File: config.mk
export PLATFORM = sky130hd
export DESIGN_NAME = prog_loader
export DESIGN_NICKNAME = d
export VERILOG_FILES = /design/src/rtl/prog_loader.sv
export SDC_FILE = /design/constraint.sdc
export NUM_CORES = 1
export LEC_CHECK = 0
export CAP_MARGIN = 20
export CORE_MARGIN = 3
export CORE_UTILIZATION = 48
export CTS_CLUSTER_DIAMETER = 60
export DETAILED_ROUTE_END_ITERATION = 6
export PLACE_DENSITY = 0.81
export SYNTH_ARGS = -nofsm -noshare
export SYNTH_HDL_FRONTEND = slang
export SYNTH_SLANG_ARGS = --single-unit
export TNS_END_PERCENT = 20
File: constraint.sdc
create_clock -name clk_i -period 4.8 [get_ports clk_i]
set_input_delay 0.96 -clock clk_i [delete_from_list [all_inputs] [get_ports clk_i]]
set_output_delay 0.96 -clock clk_i [all_outputs]
set_load 0.01 [all_outputs]
File: src/rtl/prog_loader.sv
// Program loader: consumes a header/payload word stream and writes the
// instruction and data memories, can zero both memories, and finally
// releases the CPU with a sticky start flag.
//
// Stream handshake: a word transfers on a rising clk_i edge exactly when
// in_valid_i and in_ready_o are both high at that edge; in_ready_o depends
// only on internal state, never on in_valid_i, and in_data_i is ignored on
// any edge without a transfer.
module prog_loader #(
    parameter int IMEM_AW = 8,
    parameter int DMEM_AW = 10
) (
    input  logic               clk_i,
    input  logic               rst_i,
    input  logic               in_valid_i,
    output logic               in_ready_o,
    input  logic [31:0]        in_data_i,
    output logic               imem_we_o,
    output logic [IMEM_AW-1:0] imem_addr_o,
    output logic [31:0]        imem_data_o,
    output logic               dmem_we_o,
    output logic [DMEM_AW-1:0] dmem_addr_o,
    output logic [31:0]        dmem_data_o,
    output logic               busy_o,
    output logic               start_o,
    output logic [1:0]         dbg_state
);

    // Data memory is byte addressed; its word index is two bits narrower.
    localparam int DW_AW = DMEM_AW - 2;
    // The shared word counter must cover the larger of the two memories.
    localparam int CW = (IMEM_AW > DW_AW) ? IMEM_AW : DW_AW;
    // Header address field is 8 bits; use only as many as the counter holds.
    localparam int HW = (CW < 8) ? CW : 8;

    typedef enum logic [1:0] {
        S_HDR   = 2'd0,
        S_LOAD  = 2'd1,
        S_CLEAR = 2'd2,
        S_DONE  = 2'd3
    } state_t;

    state_t          state;
    state_t          next_state;
    logic            armed;     // low for the first cycle after reset release
    logic            target;    // 0 = imem, 1 = dmem
    logic [CW-1:0]   waddr;     // current word address / clear counter
    logic [7:0]      remain;    // words left in the burst, minus one
    logic [CW-1:0]   hdr_addr;
    logic            accept;
    logic            imem_in_range;
    logic            dmem_in_range;
    logic [1:0]      cmd;
    logic            unused_bits;

    assign cmd           = in_data_i[31:30];
    assign imem_in_range = ((32'(waddr) >> IMEM_AW) == 32'd0);
    assign dmem_in_range = ((32'(waddr) >> DW_AW) == 32'd0);
    assign dbg_state     = state;
    // Header bits 29:24 and 15:8 carry no meaning.
    assign unused_bits   = ^in_data_i;

    // Resize the 8-bit header word address to the counter width.
    always_comb begin
        hdr_addr           = '0;
        hdr_addr[HW-1:0]   = in_data_i[16 +: HW];
    end

    // State register; reset aborts any burst or clear immediately.
    always_ff @(posedge clk_i or posedge rst_i) begin
        if (rst_i) begin
            state <= S_HDR;
        end else begin
            state <= next_state;
        end
    end

    // Next-state decode plus the state-derived control outputs.
    always_comb begin
        next_state = state;
        in_ready_o = 1'b0;
        busy_o     = 1'b0;
        start_o    = 1'b0;
        accept     = 1'b0;
        case (state)
            S_HDR: begin
                in_ready_o = armed;
                accept     = in_valid_i && in_ready_o;
                if (accept) begin
                    case (cmd)
                        2'b00, 2'b01: next_state = S_LOAD;
                        2'b10:        next_state = S_CLEAR;
                        default:      next_state = S_DONE;
                    endcase
                end
            end
            S_LOAD: begin
                in_ready_o = armed;
                busy_o     = 1'b1;
                accept     = in_valid_i && in_ready_o;
                if (accept && (remain == 8'd0)) begin
                    next_state = S_HDR;
                end
            end
            S_CLEAR: begin
                busy_o = 1'b1;
                if (waddr == {CW{1'b1}}) begin
                    next_state = S_HDR;
                end
            end
            default: begin
                start_o    = 1'b1;
                next_state = S_DONE;
            end
        endcase
    end

    // Datapath: burst bookkeeping and registered memory write ports.
    always_ff @(posedge clk_i or posedge rst_i) begin
        if (rst_i) begin
            armed       <= 1'b0;
            target      <= 1'b0;
            waddr       <= '0;
            remain      <= '0;
            imem_we_o   <= 1'b0;
            imem_addr_o <= '0;
            imem_data_o <= '0;
            dmem_we_o   <= 1'b0;
            dmem_addr_o <= '0;
            dmem_data_o <= '0;
        end else begin
            armed     <= 1'b1;
            imem_we_o <= 1'b0;
            dmem_we_o <= 1'b0;
            case (state)
                S_HDR: begin
                    if (accept && !in_data_i[31]) begin
                        target <= in_data_i[30];
                        waddr  <= hdr_addr;
                        remain <= in_data_i[7:0];
                    end else if (accept) begin
                        waddr <= '0;
                    end
                end
                S_LOAD: begin
                    if (accept) begin
                        if (target) begin
                            dmem_we_o   <= 1'b1;
                            dmem_addr_o <= {waddr[DW_AW-1:0], 2'b00};
                            dmem_data_o <= in_data_i;
                        end else begin
                            imem_we_o   <= 1'b1;
                            imem_addr_o <= waddr[IMEM_AW-1:0];
                            imem_data_o <= in_data_i;
                        end
                        waddr  <= waddr + CW'(1);
                        remain <= remain - 8'd1;
                    end
                end
                S_CLEAR: begin
                    imem_we_o   <= imem_in_range;
                    imem_addr_o <= waddr[IMEM_AW-1:0];
                    imem_data_o <= '0;
                    dmem_we_o   <= dmem_in_range;
                    dmem_addr_o <= {waddr[DW_AW-1:0], 2'b00};
                    dmem_data_o <= '0;
                    waddr       <= waddr + CW'(1);
                end
                default: begin
                end
            endcase
        end
    end

endmodule

==> flow_summary.toml <==
[outcome]
status = "complete, no violations"

[routing]
via_per_inst = 5.79
dr_total_vias = 3448
drt_pass1_iterations = 5
wl_per_cell_um = 19.0
detail-route-antenna-nets = 0
route.detailed.drc = 0
drtIter0Drc = 164
drt_wl_total_mm = 11.3

[timing]
worstMarginPinSlew_ns = 0.980
rsz0062_at_grt = "false"
setup_viol = 0
fin_setup_tns_ns = 0
final.setup_skew_ns = 0.0114
maxSlewViolCount = 0
hold_viol_final = 0
maxSlewHeadroom = 0.345
fmax_mhz = 306
finalCritPeriodShare = 0.680
fin_crit_ns = 3.27

[synth]
yosysWarnings = 0
yosysSeqAreaShare = 0.579
synth-simple-area-share = 0.0888
synth.distinct_cells = 42
muxShareOfSynthArea = 0.0800
synth_seq_cells = 102
syn_area_um2 = 4410
synthAdderAreaFrac = 0.0199
synthFlopType = "dfrtp_1"
synth_top_family_by_area = "compound AO/OA/AOI/OAI gates"
synthXorXnorAreaFrac = 0
synth_compound_area_frac = 0.195
syn_inst = 370
synth_edf_count = 0
synth_area_per_cell_um2 = 11.9
async_flop_share = 1.00

[clock_network]
cts_sinks = 102
cts.reportedPaths.clkPinSlew_ns = 0.09
cts_inserted_buffers = 9
clock-root-buffer = "clkbuf_8"
hold_buffers = 0
postCtsSetupBuffers = 0
cts_tree = "built"
clock_latency_ns = 0.36
postCtsResizedCells = 0
cts_buffer_depth = 2
cts_max_level = 3

[place]
gp_congestion = 0.827
port_buffers = 121
placed_cell_area_um2 = 5690
post-dp-hpwl_mm = 8.00

[global_routing]
grt_max_degree = 79
grt_pass1_wl_mm = 18.3
antenna_found_initial = 0
gr-total-overflow = 0
grtUsageTotal = 0.225
grt_pass1_vias = 3507

[power]
p_per_area_nw_per_um2 = 662
clkPwrFrac = 0.140
power.leakage_nw = 2.63
power_frac_comb = 0.477
power_w = 0.00390
p_sw_frac = 0.370
p_int_w = 0.00246
peakVddDrop_mv = 0.344
seqPwrFrac = 0.383
switching_power_w = 0.00144

[critical_path]
crit_required_ns = 3.84
start_kind = "flop"
critPathArrivalTime_ns = 2.31
cp-end-kind = "output pin"
path_max_fanout = 41
critical_path_class = "reg -> out"

[layout]
n_antenna_cell = 0
postLayoutCoreUtil = 0.669
drive_gt1_frac = 0.0963
final_cell_mix = "clkdlybuf4s50_1 (121), dfrtp_1 (102), a22o_1 (50)"
nets = 525
areaGrowthSynthToFinish_pct = 33.7
layout_commonest_cell = "clkdlybuf4s50_1"
finalInstanceArea_um2 = 5890

[floorplanning]
io_pins = 124
initial_core_util = 0.501
core_area_um2 = 8810
die_w_um = 102
rows = 34
die_area_um2 = 10400
die_h_um = 102

[run]
cap_violations = 0

[min_path]
hp-class = "reg -> reg"
-- per-stage QoR --
| step | hold WS [ns] | cells | setup slack [ns] |
|---|---|---|---|
| final | 0.510 | 596 | 1.53 |
| after floorplan | 0.483 | 371 | 1.16 |
| after CTS | 0.515 | 595 | 1.51 |
| after global placement | 0.487 | 579 | 1.82 |
| after detailed placement | 0.492 | 579 | 1.73 |
| after global routing | 0.523 | 596 | 1.44 |
-- routing by layer --
layer	part of all wire	track usage	wire length, um
met1	0.41	0.301	4680
met2	0.50	0.377	5620
met3	0.083	0.0608	937
met4	0.0090	0.0404	102
met5	0	0	0
-- state kept, by name, summed over array words and instances, names as in the netlist --
register and cells:
dmem_we_o 1, imem_we_o 1, dbg_state 2, remain 8, imem_data_o 32, target 1, imem_addr_o 8, armed 1
waddr 8, dmem_data_o 32, dmem_addr_o 8
-- power groups by stage --
stage | clock [W] | combinational, W | sequential [W]
floorplan | 0 | 0.000893 | 0.00158
CTS | 0.000557 | 0.00188 | 0.00149
global placement | 0 | 0.00180 | 0.00149
detailed placement | 0 | 0.00187 | 0.00150
finish | 0.000548 | 0.00186 | 0.00149
global route | 0.000603 | 0.00202 | 0.00154
-- cell families after synthesis --
kind of cell / Yosys count
multiplexers: 33
other: 2
flip-flops: 102
AND/OR/NAND/NOR: 73
AO/OA/AOI/OAI: 117
adder cells (fa/ha/maj): 7
buffers and inverters: 36
-- cell type report --
cell class / instances / area, um2
Inverter: 11 / 43.8
Fill cell: 673 / 2910
Clock buffer: 12 / 145
Multi-Input combinational cell: 233 / 1710
Sequential cell: 102 / 2550
Tap cell: 108 / 135
Clock inverter: 4 / 55.1
Timing Repair Buffer: 126 / 1250
-- synth_stat cells (3+ instances only) --
library cell | instances | area share
dfrtp_1 | 102 | 0.58
a22o_1 | 50 | 0.099
o21ai_0 | 24 | 0.027
nand3_1 | 21 | 0.024
a21oi_1 | 17 | 0.019
mux2_2 | 16 | 0.041
mux2i_1 | 15 | 0.034
nor2_1 | 14 | 0.012
nand2_1 | 13 | 0.011
clkbuf_1 | 12 | 0.010
inv_1 | 11 | 0.0094
ha_1 | 7 | 0.020
o22a_1 | 7 | 0.014
buf_2 | 6 | 0.0068
nor2b_1 | 6 | 0.0085
a31oi_1 | 4 | 0.0057
buf_4 | 4 | 0.0068
a221oi_1 | 3 | 0.0060
buf_1 | 3 | 0.0026
-- worst paths after layout --
check,endpoint,depth (start not counted),slack (ns),startpoint
max in group asynchronous,waddr[4],3,2.75,rst_i
min in group asynchronous,dmem_we_o,2,1.14,rst_i
hold / removal,imem_data_o[13],1,0.51,imem_data_o[13]
hold reg to reg,imem_data_o[13],1,0.51,imem_data_o[13]
setup reg to reg,imem_addr_o[5],5,2.21,dbg_state[0]
setup / recovery,in_ready_o,6,1.53,dbg_state[1]
-- critical path, cell delays in order (launching register included) --
cell,delay (ns)
dfrtp_1,0.44
inv_1,0.09
ha_1,0.18
buf_4,0.25
or2_2,0.36
and2_1,0.17
clkdlybuf4s50_1,0.47
Note: power is estimated with default switching activity, not from simulation.
